[config.mk]
export PLATFORM = sky130hd
export DESIGN_NAME = fan_adder_pipe
export DESIGN_NICKNAME = d
export VERILOG_FILES = /design/src/rtl/fan_adder_pipe.sv
export SDC_FILE = /design/constraint.sdc
export NUM_CORES = 1
export LEC_CHECK = 0
export CORE_MARGIN = 2
export CORE_UTILIZATION = 25
export CTS_CLUSTER_DIAMETER = 150
export DETAILED_ROUTE_END_ITERATION = 8
export SYNTH_ARGS = -nofsm -noshare
export SYNTH_HDL_FRONTEND = slang
export SYNTH_SLANG_ARGS = --single-unit
[constraint.sdc]
create_clock -name clk -period 3.85 [get_ports clk]
set_input_delay 1.155 -clock clk [delete_from_list [all_inputs] [get_ports clk]]
set_output_delay 1.155 -clock clk [all_outputs]
set_load 0.05 [all_outputs]
[src/rtl/fan_adder_pipe.sv]
// Two-stage handshaked reduction node: operand select (S1), then zero/add/bypass/accumulate into the output register.
// Optional FAN_ADDER_SAT_EN: add and accumulate results saturate to the signed DW_OUT range instead of wrapping.
module fan_adder_pipe #(
  parameter int DW_DATA = 8,
  parameter int NUM_IN  = 4,
  parameter int SEL_IN  = 2,
  parameter int DW_OUT  = 16
) (
  input  logic                        clk,
  input  logic                        rst_n,
  input  logic                        in_valid,
  output logic                        in_ready,
  input  logic [DW_DATA*NUM_IN-1:0]   in_data,
  input  logic [2*SEL_IN-1:0]         sel,
  input  logic [1:0]                  mode,
  input  logic                        last,
  output logic                        out_valid,
  input  logic                        out_ready,
  output logic [2*DW_OUT-1:0]         out_data,
  output logic                        out_last
);

  typedef enum logic [1:0] {
    MODE_ZERO   = 2'b00,
    MODE_ADD    = 2'b01,
    MODE_BYPASS = 2'b10,
    MODE_ACC    = 2'b11
  } mode_t;

  // Saturating build needs headroom for acc+A+B before clamping; wrap build works in DW_OUT directly.
`ifdef FAN_ADDER_SAT_EN
  localparam int DW_W = DW_OUT + 2;
`else
  localparam int DW_W = DW_OUT;
`endif

  function automatic logic [DW_OUT-1:0] pick_lane(input logic [DW_DATA*NUM_IN-1:0] lanes,
                                                  input logic [SEL_IN-1:0]         idx);
    logic [DW_OUT-1:0] r;
    r = '0;
    for (int unsigned i = 0; i < NUM_IN; i++) begin
      if (32'(idx) == i)
        r = {{(DW_OUT-DW_DATA){lanes[i*DW_DATA+DW_DATA-1]}}, lanes[i*DW_DATA +: DW_DATA]};
    end
    return r;
  endfunction

  function automatic logic signed [DW_W-1:0] widen(input logic [DW_OUT-1:0] v);
    return DW_W'($signed(v));
  endfunction

  function automatic logic [DW_OUT-1:0] fit(input logic signed [DW_W-1:0] v);
`ifdef FAN_ADDER_SAT_EN
    logic signed [DW_W-1:0] hi;
    logic signed [DW_W-1:0] lo;
    hi = widen({1'b0, {(DW_OUT-1){1'b1}}});
    lo = widen({1'b1, {(DW_OUT-1){1'b0}}});
    if (v > hi)      return hi[DW_OUT-1:0];
    else if (v < lo) return lo[DW_OUT-1:0];
    else             return v[DW_OUT-1:0];
`else
    return v;
`endif
  endfunction

  logic                   s1_valid;
  logic                   s1_last;
  mode_t                  s1_mode;
  logic [DW_OUT-1:0]      s1_a;
  logic [DW_OUT-1:0]      s1_b;
  logic [DW_OUT-1:0]      acc;
  logic                   adv;
  logic signed [DW_W-1:0] add_wide;
  logic signed [DW_W-1:0] acc_wide;
  logic [DW_OUT-1:0]      add_res;
  logic [DW_OUT-1:0]      acc_res;

  assign adv      = s1_valid && (!out_valid || out_ready);
  assign in_ready = !s1_valid || adv;

  always_comb begin
    add_wide = widen(s1_a) + widen(s1_b);
    acc_wide = widen(acc) + add_wide;
    add_res  = fit(add_wide);
    acc_res  = fit(acc_wide);
  end

  always_ff @(posedge clk or negedge rst_n) begin
    if (!rst_n) begin
      s1_valid <= 1'b0;
      s1_last  <= 1'b0;
      s1_mode  <= MODE_ZERO;
      s1_a     <= '0;
      s1_b     <= '0;
    end else if (in_valid && in_ready) begin
      s1_valid <= 1'b1;
      s1_last  <= last;
      s1_mode  <= mode_t'(mode);
      s1_a     <= pick_lane(in_data, sel[SEL_IN-1:0]);
      s1_b     <= pick_lane(in_data, sel[2*SEL_IN-1:SEL_IN]);
    end else if (adv) begin
      s1_valid <= 1'b0;
    end
  end

  // A non-closing accumulate beat still frees the output slot, so out_valid follows the normal drain.
  always_ff @(posedge clk or negedge rst_n) begin
    if (!rst_n) begin
      out_valid <= 1'b0;
      out_data  <= '0;
      out_last  <= 1'b0;
      acc       <= '0;
    end else if (adv) begin
      unique case (s1_mode)
        MODE_ZERO: begin
          out_valid <= 1'b1;
          out_data  <= '0;
          out_last  <= 1'b0;
        end
        MODE_ADD: begin
          out_valid <= 1'b1;
          out_data  <= {add_res, add_res};
          out_last  <= 1'b0;
        end
        MODE_BYPASS: begin
          out_valid <= 1'b1;
          out_data  <= {s1_b, s1_a};
          out_last  <= 1'b0;
        end
        MODE_ACC: begin
          if (s1_last) begin
            out_valid <= 1'b1;
            out_data  <= {acc_res, acc_res};
            out_last  <= 1'b1;
            acc       <= '0;
          end else begin
            out_valid <= 1'b0;
            acc       <= acc_res;
          end
        end
      endcase
    end else if (out_ready) begin
      out_valid <= 1'b0;
    end
  end

endmodule
==> flow_metrics.py, run 1 <==
metrics = {
    "run_status": {
        "outcome": "completed",
    },
    "floorplan": {
        "die-area_sq_um": 19680,
        "die_x_um": 140.3,
        "initial_core_util": 0.2567,
        "io_pins": 78,
        "die_height_um": 140.3,
        "num_rows": 49,
        "coreArea_sq_um": 18090,
    },
    "grt": {
        "antenna_found_initial": 0,
        "grt_usage": 0.1385,
        "grt-ovfl-total": 0,
        "grt_first_pass_wirelength_mm": 21.46,
        "grt_pass1_vias": 4091,
        "grt_max_degree": 39,
    },
    "finish": {
        "fin_cells": 790,
        "antenna_cells": 0,
        "drive_gt1_frac": 0.2175,
        "syn2layout_area_growth_pct": 38.29,
        "fillers": 1769,
        "finalNetCount": 627,
        "design_area_sq_um": 6421,
    },
    "critical_path": {
        "startpoint_type": "register",
        "cp-end-kind": "register",
        "critPathRequiredTime_ns": 4.07,
        "worstPathMaxFanout": 3,
        "crit_arrival_ns": 4.01,
        "critPathKind": "reg -> reg",
    },
    "pwr": {
        "p_leak_nw": 2.694,
        "power_density_nw_per_um2": 921.0,
        "fin_total_pwr_mw": 5.914,
        "peakVddDrop_mv": 0.3659,
    },
    "routing": {
        "vias_per_cell": 5.151,
        "drt_pass1_iterations": 7,
        "drt_iter0_markers": 164,
        "num_vias": 4069,
        "drc": 0,
        "route.detailed.wl_per_inst_um": 16.97,
        "wirelength_mm": 13.41,
        "ant_nets": 0,
    },
    "sta": {
        "setup_viol": 0,
        "rsz0062_at_grt": "true",
        "clock_skew_ns": 0.005139,
        "slew_headroom": 0.4055,
        "fin_crit_sh": 0.9853,
        "whs_ns": 0.4765,
        "slew_viol_final": 0,
        "timing.fmax_mhz": 263.6,
        "period_needed_ns": 3.793,
        "hold_viol": 0,
        "worst_slew_pin_slew_ns": 0.8917,
    },
    "job": {
        "drv_cap": 0,
    },
    "logic_synthesis": {
        "yosysWarnings": 0,
        "synth_flop_cell": "dfrtp_1",
        "yosysTopAreaCellShare": 0.3773,
        "synth.area.top_cells": "dfrtp_1 (38%), mux4_2 (7.8%), ha_1 (6.7%)",
        "synth_area_sq_um": 4643,
        "yosys.area.top_type": "dfrtp_1",
        "yosys_register_bits": 70,
        "syn_nets": 528,
        "synth-seq-area-share": 0.3773,
        "avgSynthCellArea_sq_um": 10.16,
        "postSynthCellCount": 457,
        "async_flop_share": 1.000,
        "synth-edff-count": 0,
        "synth.distinct_cells": 67,
    },
    "clocking": {
        "htreeDepth": 3,
        "clk_latency_ns": 0.33,
        "cts.clk_slew.worst_paths_ns": 0.06,
        "cts_buffers": 9,
        "root_buffer": "clkbuf_16",
        "cts.sinks": 70,
        "cts_tree": "built",
        "clk_path_buf_depth": 2,
    },
    "place": {
        "place.port_buffers": 77,
        "dp_hpwl_mm": 10.29,
        "gp_congestion": 0.9279,
        "dpl_cell_area_sq_um": 5872,
        "dp.cells": 769,
    },
    "hold_path": {
        "min_path_type": "reg -> reg",
    },
}
[routing by layer]
layer / track usage / wire length, um / up-vias
li1: - / - / 1908
met1: 0.1740 / 5821 / 1999
met2: 0.2350 / 6624 / 138
met3: 0.03043 / 679 / 24
met4: 0.04944 / 280 / 0
met5: 0 / 0 / -
[layout by cell type, fill, tap and decap left out, types with 7 or more instances in the layout]
cell / netlist / final
o21ai_0: 11 / 10
nand2_1: 39 / 39
inv_1: 16 / 16
mux4_2: 16 / 16
clkbuf_16: 0 / 9
buf_4: 0 / 33
dfrtp_1: 70 / 70
o21ai_1: 13 / 13
o31ai_1: 14 / 9
a21o_1: 7 / 7
clkdlybuf4s50_1: 0 / 75
ha_1: 25 / 23
nor2_1: 37 / 36
xnor2_1: 10 / 7
nor3_1: 9 / 9
a21oi_1: 27 / 21
mux2_2: 18 / 18
nand2b_1: 11 / 11
[final timing paths]
| path | cells after the start | end | startpoint | slack (ns) |
|---|---|---|---|---|
| worst max register to register | 13 | acc[15]$_DFFE_PN0P_ | s1_a[1]$_DFFE_PN0P_ | 0.06 |
| worst min register to register | 2 | out_data[16]$_DFFE_PN0P_ | out_data[16]$_DFFE_PN0P_ | 0.48 |
| min in group asynchronous | 1 | out_valid$_DFFE_PN0P_ | rst_n | 0.94 |
| worst max-delay path | 13 | acc[15]$_DFFE_PN0P_ | s1_a[1]$_DFFE_PN0P_ | 0.06 |
| max in group asynchronous | 2 | acc[14]$_DFFE_PN0P_ | rst_n | 2.21 |
| worst min-delay path | 2 | out_data[16]$_DFFE_PN0P_ | out_data[16]$_DFFE_PN0P_ | 0.48 |
[report_power, final]
part	total (mW)	switching [mW]	internal (mW)
logic	3.70	2.21	1.49
registers	1.24	0.229	1.01
clock network	0.979	0.310	0.669
total	5.91	2.74	3.17
[synthesized netlist by cell type (all sizes together) (2+ instances only)]
| cell type | n |
|---|---|
| o211a | 3 |
| xor2 | 6 |
| a31oi | 6 |
| o31ai | 14 |
| o22ai | 6 |
| and2b | 2 |
| fa | 3 |
| and3 | 5 |
| nand2 | 40 |
| a311oi | 3 |
| inv | 16 |
| o21bai | 4 |
| mux2i | 3 |
| o221ai | 3 |
| a21oi | 27 |
| a221o | 5 |
| nor3 | 9 |
| a2111oi | 2 |
| nand4 | 2 |
| nand2b | 12 |
| nand3 | 6 |
| a211oi | 7 |
| a21o | 7 |
| mux2 | 21 |
| xnor2 | 10 |
| o22a | 2 |
| a211o | 4 |
| buf | 4 |
| clkbuf | 19 |
| and2 | 3 |
| nor2 | 37 |
| nand3b | 2 |
| a32oi | 2 |
| o21ai | 25 |
| mux4 | 16 |
| a22o | 5 |
| nor2b | 2 |
| o21a | 6 |
| dfrtp | 70 |
| ha | 25 |
[cells by family (layout without fill, tap and decap cells)]
group,Yosys count,in the layout,synth area share
AOI/OAI and AO/OA,139,139,0.2129
and+or+nand+nor,125,125,0.1318
DFF,70,70,0.3773
muxes,40,40,0.1358
buffers and inverters,39,143,0.03180
adders and majority gates,28,28,0.08030
xor gates and xnor gates,16,16,0.03018
[sequential cells by signal (all words and copies together), names as in the netlist]
name and count:
out_valid 1, s1_b 8, s1_last 1, s1_a 8, out_data 32, s1_valid 1
out_last 1, s1_mode 2, acc 16
[area by class of cell]
type,instances,area [sq um],area share
Clock buffer,13,260.3,0.04053
Clock inverter,3,90.09,0.01403
Inverter,16,60.06,0.009353
Multi-Input combinational cell,348,2929,0.4562
Sequential cell,70,1752,0.2728
Tap cell,229,286.5,0.04462
Timing Repair Buffer,111,1044,0.1625
[per-stage QoR]
step	worst slack [ns]	util	TNS [ns]
4_1_cts	0.01709	0.3462	0
3_3_place_gp	-0.1436	0.3247	-0.4215
5_1_grt	-0.07375	0.3550	-0.2228
6_report	0.05652	0.3550	0
3_5_place_dp	-0.1819	0.3247	-0.9830
2_1_floorplan	0.04015	-	0
[critical path, stage by stage, from the launching register on]
cell and delay (ns):
dfrtp_1 0.40, ha_1 0.30, a21o_1 0.16, a21o_1 0.22, a2111oi_4 0.34, o31ai_2 0.12, fa_1 0.51, ha_4 0.31
nand4_1 0.18, a2111oi_4 0.29, nand2_2 0.10, and3_4 0.20, mux2_4 0.29, a221o_1 0.26
[timing repair]
item / 4_1_cts / 5_1_grt
hold buffers: 0 / 0
pin swaps: 3 / 13
gates resized for setup: 6 / 23
buffers inserted: 1 / 4
endpoints found under the setup margin: 14 / 21
Note: power is estimated with default switching activity, not from simulation.
==> run 2, diff against run 1 <==
--- a/config.mk
+++ b/config.mk
@@ -5,10 +5,13 @@
 export SDC_FILE = /design/constraint.sdc
 export NUM_CORES = 1
 export LEC_CHECK = 0
+export ABC_AREA = 1
+export CORE_ASPECT_RATIO = 0.9
 export CORE_MARGIN = 2
 export CORE_UTILIZATION = 25
 export CTS_CLUSTER_DIAMETER = 150
 export DETAILED_ROUTE_END_ITERATION = 8
+export PLACE_DENSITY = 0.44
 export SYNTH_ARGS = -nofsm -noshare
 export SYNTH_HDL_FRONTEND = slang
 export SYNTH_SLANG_ARGS = --single-unit
==> run 2 against run 1 <==
Against the previous run: global-route usage rose by 1.2 points; sequential share of layout area increased by 1.5 points; critical path depth rose by 4; first-iteration DRC count is 59% higher; highest routed layer unchanged.
==> flow_metrics.py, run 2 <==
metrics = {
    "sta": {
        "fin_ws_ns": 0.5692,
        "whs_ns": 0.4766,
        "rsz0062_at_grt": "false",
        "slew_viol_final": 0,
        "setup_viol": 0,
        "slew_headroom": 0.3179,
        "timing.fmax_mhz": 304.8,
        "setup-tns-final_ns": 0,
        "worst_slew_pin_slew_ns": 1.019,
        "clock_skew_ns": 0.006087,
        "fin_crit_sh": 0.8522,
        "period_needed_ns": 3.281,
        "hold_viol": 0,
    },
    "routing": {
        "num_vias": 4639,
        "wirelength_mm": 14.30,
        "vias_per_cell": 4.579,
        "drc": 0,
        "drt_pass1_iterations": 5,
        "ant_nets": 0,
        "route.detailed.wl_per_inst_um": 14.12,
        "drt_iter0_markers": 260,
    },
    "logic_synthesis": {
        "yosysWarnings": 0,
        "synth_flop_cell": "dfrtp_1",
        "yosys.area.top_type": "dfrtp_1",
        "netlist_top_cells_count": "nand2_1 (269), inv_1 (87), dfrtp_1 (70), a21oi_1 (54), nand3_1 (46)",
        "synth_area_sq_um": 4721,
        "async_flop_share": 1.000,
        "synth-seq-area-share": 0.3711,
        "yosysTopAreaCellShare": 0.3711,
        "yosysMostFrequentCell": "nand2_1",
        "synth.area.top_cells": "dfrtp_1 (37%), nand2_1 (21%), inv_1 (6.9%)",
        "avgSynthCellArea_sq_um": 6.892,
        "postSynthCellCount": 685,
        "synth-edff-count": 0,
        "yosys_register_bits": 70,
        "synth.distinct_cells": 32,
        "syn_nets": 756,
    },
    "finish": {
        "drive_gt1_frac": 0.04688,
        "top_regs": "out_data x32, acc x16",
        "regMostFlops": "out_data",
        "antenna_cells": 0,
        "finalNetCount": 834,
        "final_util": 0.3297,
        "syn2layout_area_growth_pct": 28.94,
        "largest_reg_flops": 32,
        "final_common_cell": "nand2_1",
        "layout_common_cells": "nand2_1 (269), inv_1 (87), clkdlybuf4s50_1 (75), dfrtp_1 (70), a21oi_1 (54)",
    },
    "hold_path": {
        "min_path_type": "reg -> reg",
        "min_from": "out_data[23]$_DFFE_PN0P_",
        "hold_path_depth": 2,
        "worstHoldEndpoint": "out_data[23]$_DFFE_PN0P_",
    },
    "floorplan": {
        "coreArea_sq_um": 18470,
        "die_height_um": 134.4,
        "num_rows": 47,
        "io_pins": 78,
        "die_x_um": 148.9,
        "die-area_sq_um": 20000,
        "initial_core_util": 0.2557,
    },
    "grt": {
        "antenna_found_initial": 0,
        "grt_first_pass_wirelength_mm": 23.83,
        "grt_pass1_vias": 4728,
        "grt_usage": 0.1503,
        "grt-ovfl-total": 0,
        "grt_max_degree": 44,
    },
    "run_status": {
        "outcome": "completed",
    },
    "place": {
        "gp_congestion": 0.8243,
        "post-place-ws_ns": 0.6299,
        "place.port_buffers": 77,
        "dp_hpwl_mm": 11.16,
    },
    "critical_path": {
        "startpoint_type": "register",
        "regToRegStartpoint": "s1_a[4]$_DFFE_PN0P_",
        "cp-end-kind": "register",
        "crit_arrival_ns": 3.52,
        "r2r_setup_slack_ns": 0.57,
        "worstPathMaxFanout": 5,
        "rr_endpoint": "out_data[12]$_DFFE_PN0P_",
        "rr_worst_depth": 17,
        "critPathRequiredTime_ns": 4.08,
        "critPathKind": "reg -> reg",
    },
    "pwr": {
        "power_density_nw_per_um2": 860.5,
        "p_leak_nw": 3.192,
        "fin_total_pwr_mw": 5.238,
        "peakVddDrop_mv": 0.4341,
    },
    "clocking": {
        "cts.sinks": 70,
        "cts.clk_slew.worst_paths_ns": 0.06,
        "root_buffer": "clkbuf_16",
        "htreeDepth": 3,
        "clk_latency_ns": 0.34,
        "clk_path_buf_depth": 2,
        "cts_resized": 0,
        "cts_buffers": 9,
        "hold_buffers": 0,
        "postCtsSetupRepairBufs": 0,
        "cts_tree": "built",
    },
    "job": {
        "drv_cap": 0,
    },
}
==> run 2: changes by cell type after synthesis, moves of 8 or more <==
cell,before,now
nand2b_1,11,0
a21oi_1,27,54
buf_2,1,11
nor3_1,9,1
inv_1,16,87
clkbuf_1,19,3
mux4_2,16,0
nand2_1,39,269
nand3_1,6,46
o31ai_1,14,0
mux2_2,18,0
==> run 2: final cells by class <==
type | count | area, sq um
clock buffer | 10 | 239.0
clock inverter | 6 | 68.82
fill | 2030 | 12380
inverter | 93 | 349.1
multi-input combinational | 508 | 2554
sequential | 70 | 1752
tap | 245 | 306.5
timing repair buffer | 81 | 818.3
==> run 2: metal layers <==
metal	wire, um	track usage
met5	0	0
met4	299	0.05132
met3	591	0.02891
met2	6410	0.2425
met1	7000	0.2019
==> run 2: per-stage QoR <==
stage          instances  instance area [sq um]
4_1_cts             1013                   6087
6_report            1013                   6087
3_3_place_gp         997                   5779
3_5_place_dp         997                   5779
2_1_floorplan        685                   4721
5_1_grt             1013                   6087
==> run 2: worst max-delay path by stage <==
stage | endpoint | start | cells past startpoint | slack, ns
2_1_floorplan | in_ready | out_ready | 2 | 1.08
3_3_place_gp | out_data[12]$_DFFE_PN0P_ | s1_a[4]$_DFFE_PN0P_ | 16 | 0.64
3_5_place_dp | out_data[12]$_DFFE_PN0P_ | s1_a[4]$_DFFE_PN0P_ | 16 | 0.63
4_1_cts | out_data[12]$_DFFE_PN0P_ | s1_a[4]$_DFFE_PN0P_ | 16 | 0.61
5_1_grt | out_data[28]$_DFFE_PN0P_ | s1_a[4]$_DFFE_PN0P_ | 16 | 0.32
6_report | out_data[12]$_DFFE_PN0P_ | s1_a[4]$_DFFE_PN0P_ | 17 | 0.57
==> run 2: power breakdown <==
part           total [mW]  switching [mW]  leakage (nW)  internal [mW]
clock network       0.881           0.358         0.149          0.523
registers            1.17           0.170         0.880           1.00
logic                3.18            2.10          2.16           1.08
==> run 2: worst max-delay path: stages (launching register included) <==
cell	delay, ns
dfrtp_1	0.40
ha_1	0.37
nand2_1	0.11
nand2_1	0.08
a21oi_1	0.24
nand2_1	0.15
fa_1	0.49
ha_1	0.37
nand2_1	0.14
inv_1	0.05
nand2_1	0.10
nand2_1	0.07
nand2_1	0.11
nand4_1	0.13
nand3_1	0.18
nand2_1	0.08
nand2_1	0.06
nand2_1	0.04
==> run 2: cell families (layout without fill, tap and decap cells) <==
kind of cell	Yosys count	count (layout)	share of synthesized area
AND/OR/NAND/NOR	373	373	0.3252
buffers and inverters	107	190	0.08799
XOR/XNOR	7	7	0.01299
flip-flops	70	70	0.3711
adder cells (fa/ha/maj)	28	28	0.07898
AO/OA/AOI/OAI	100	100	0.1238
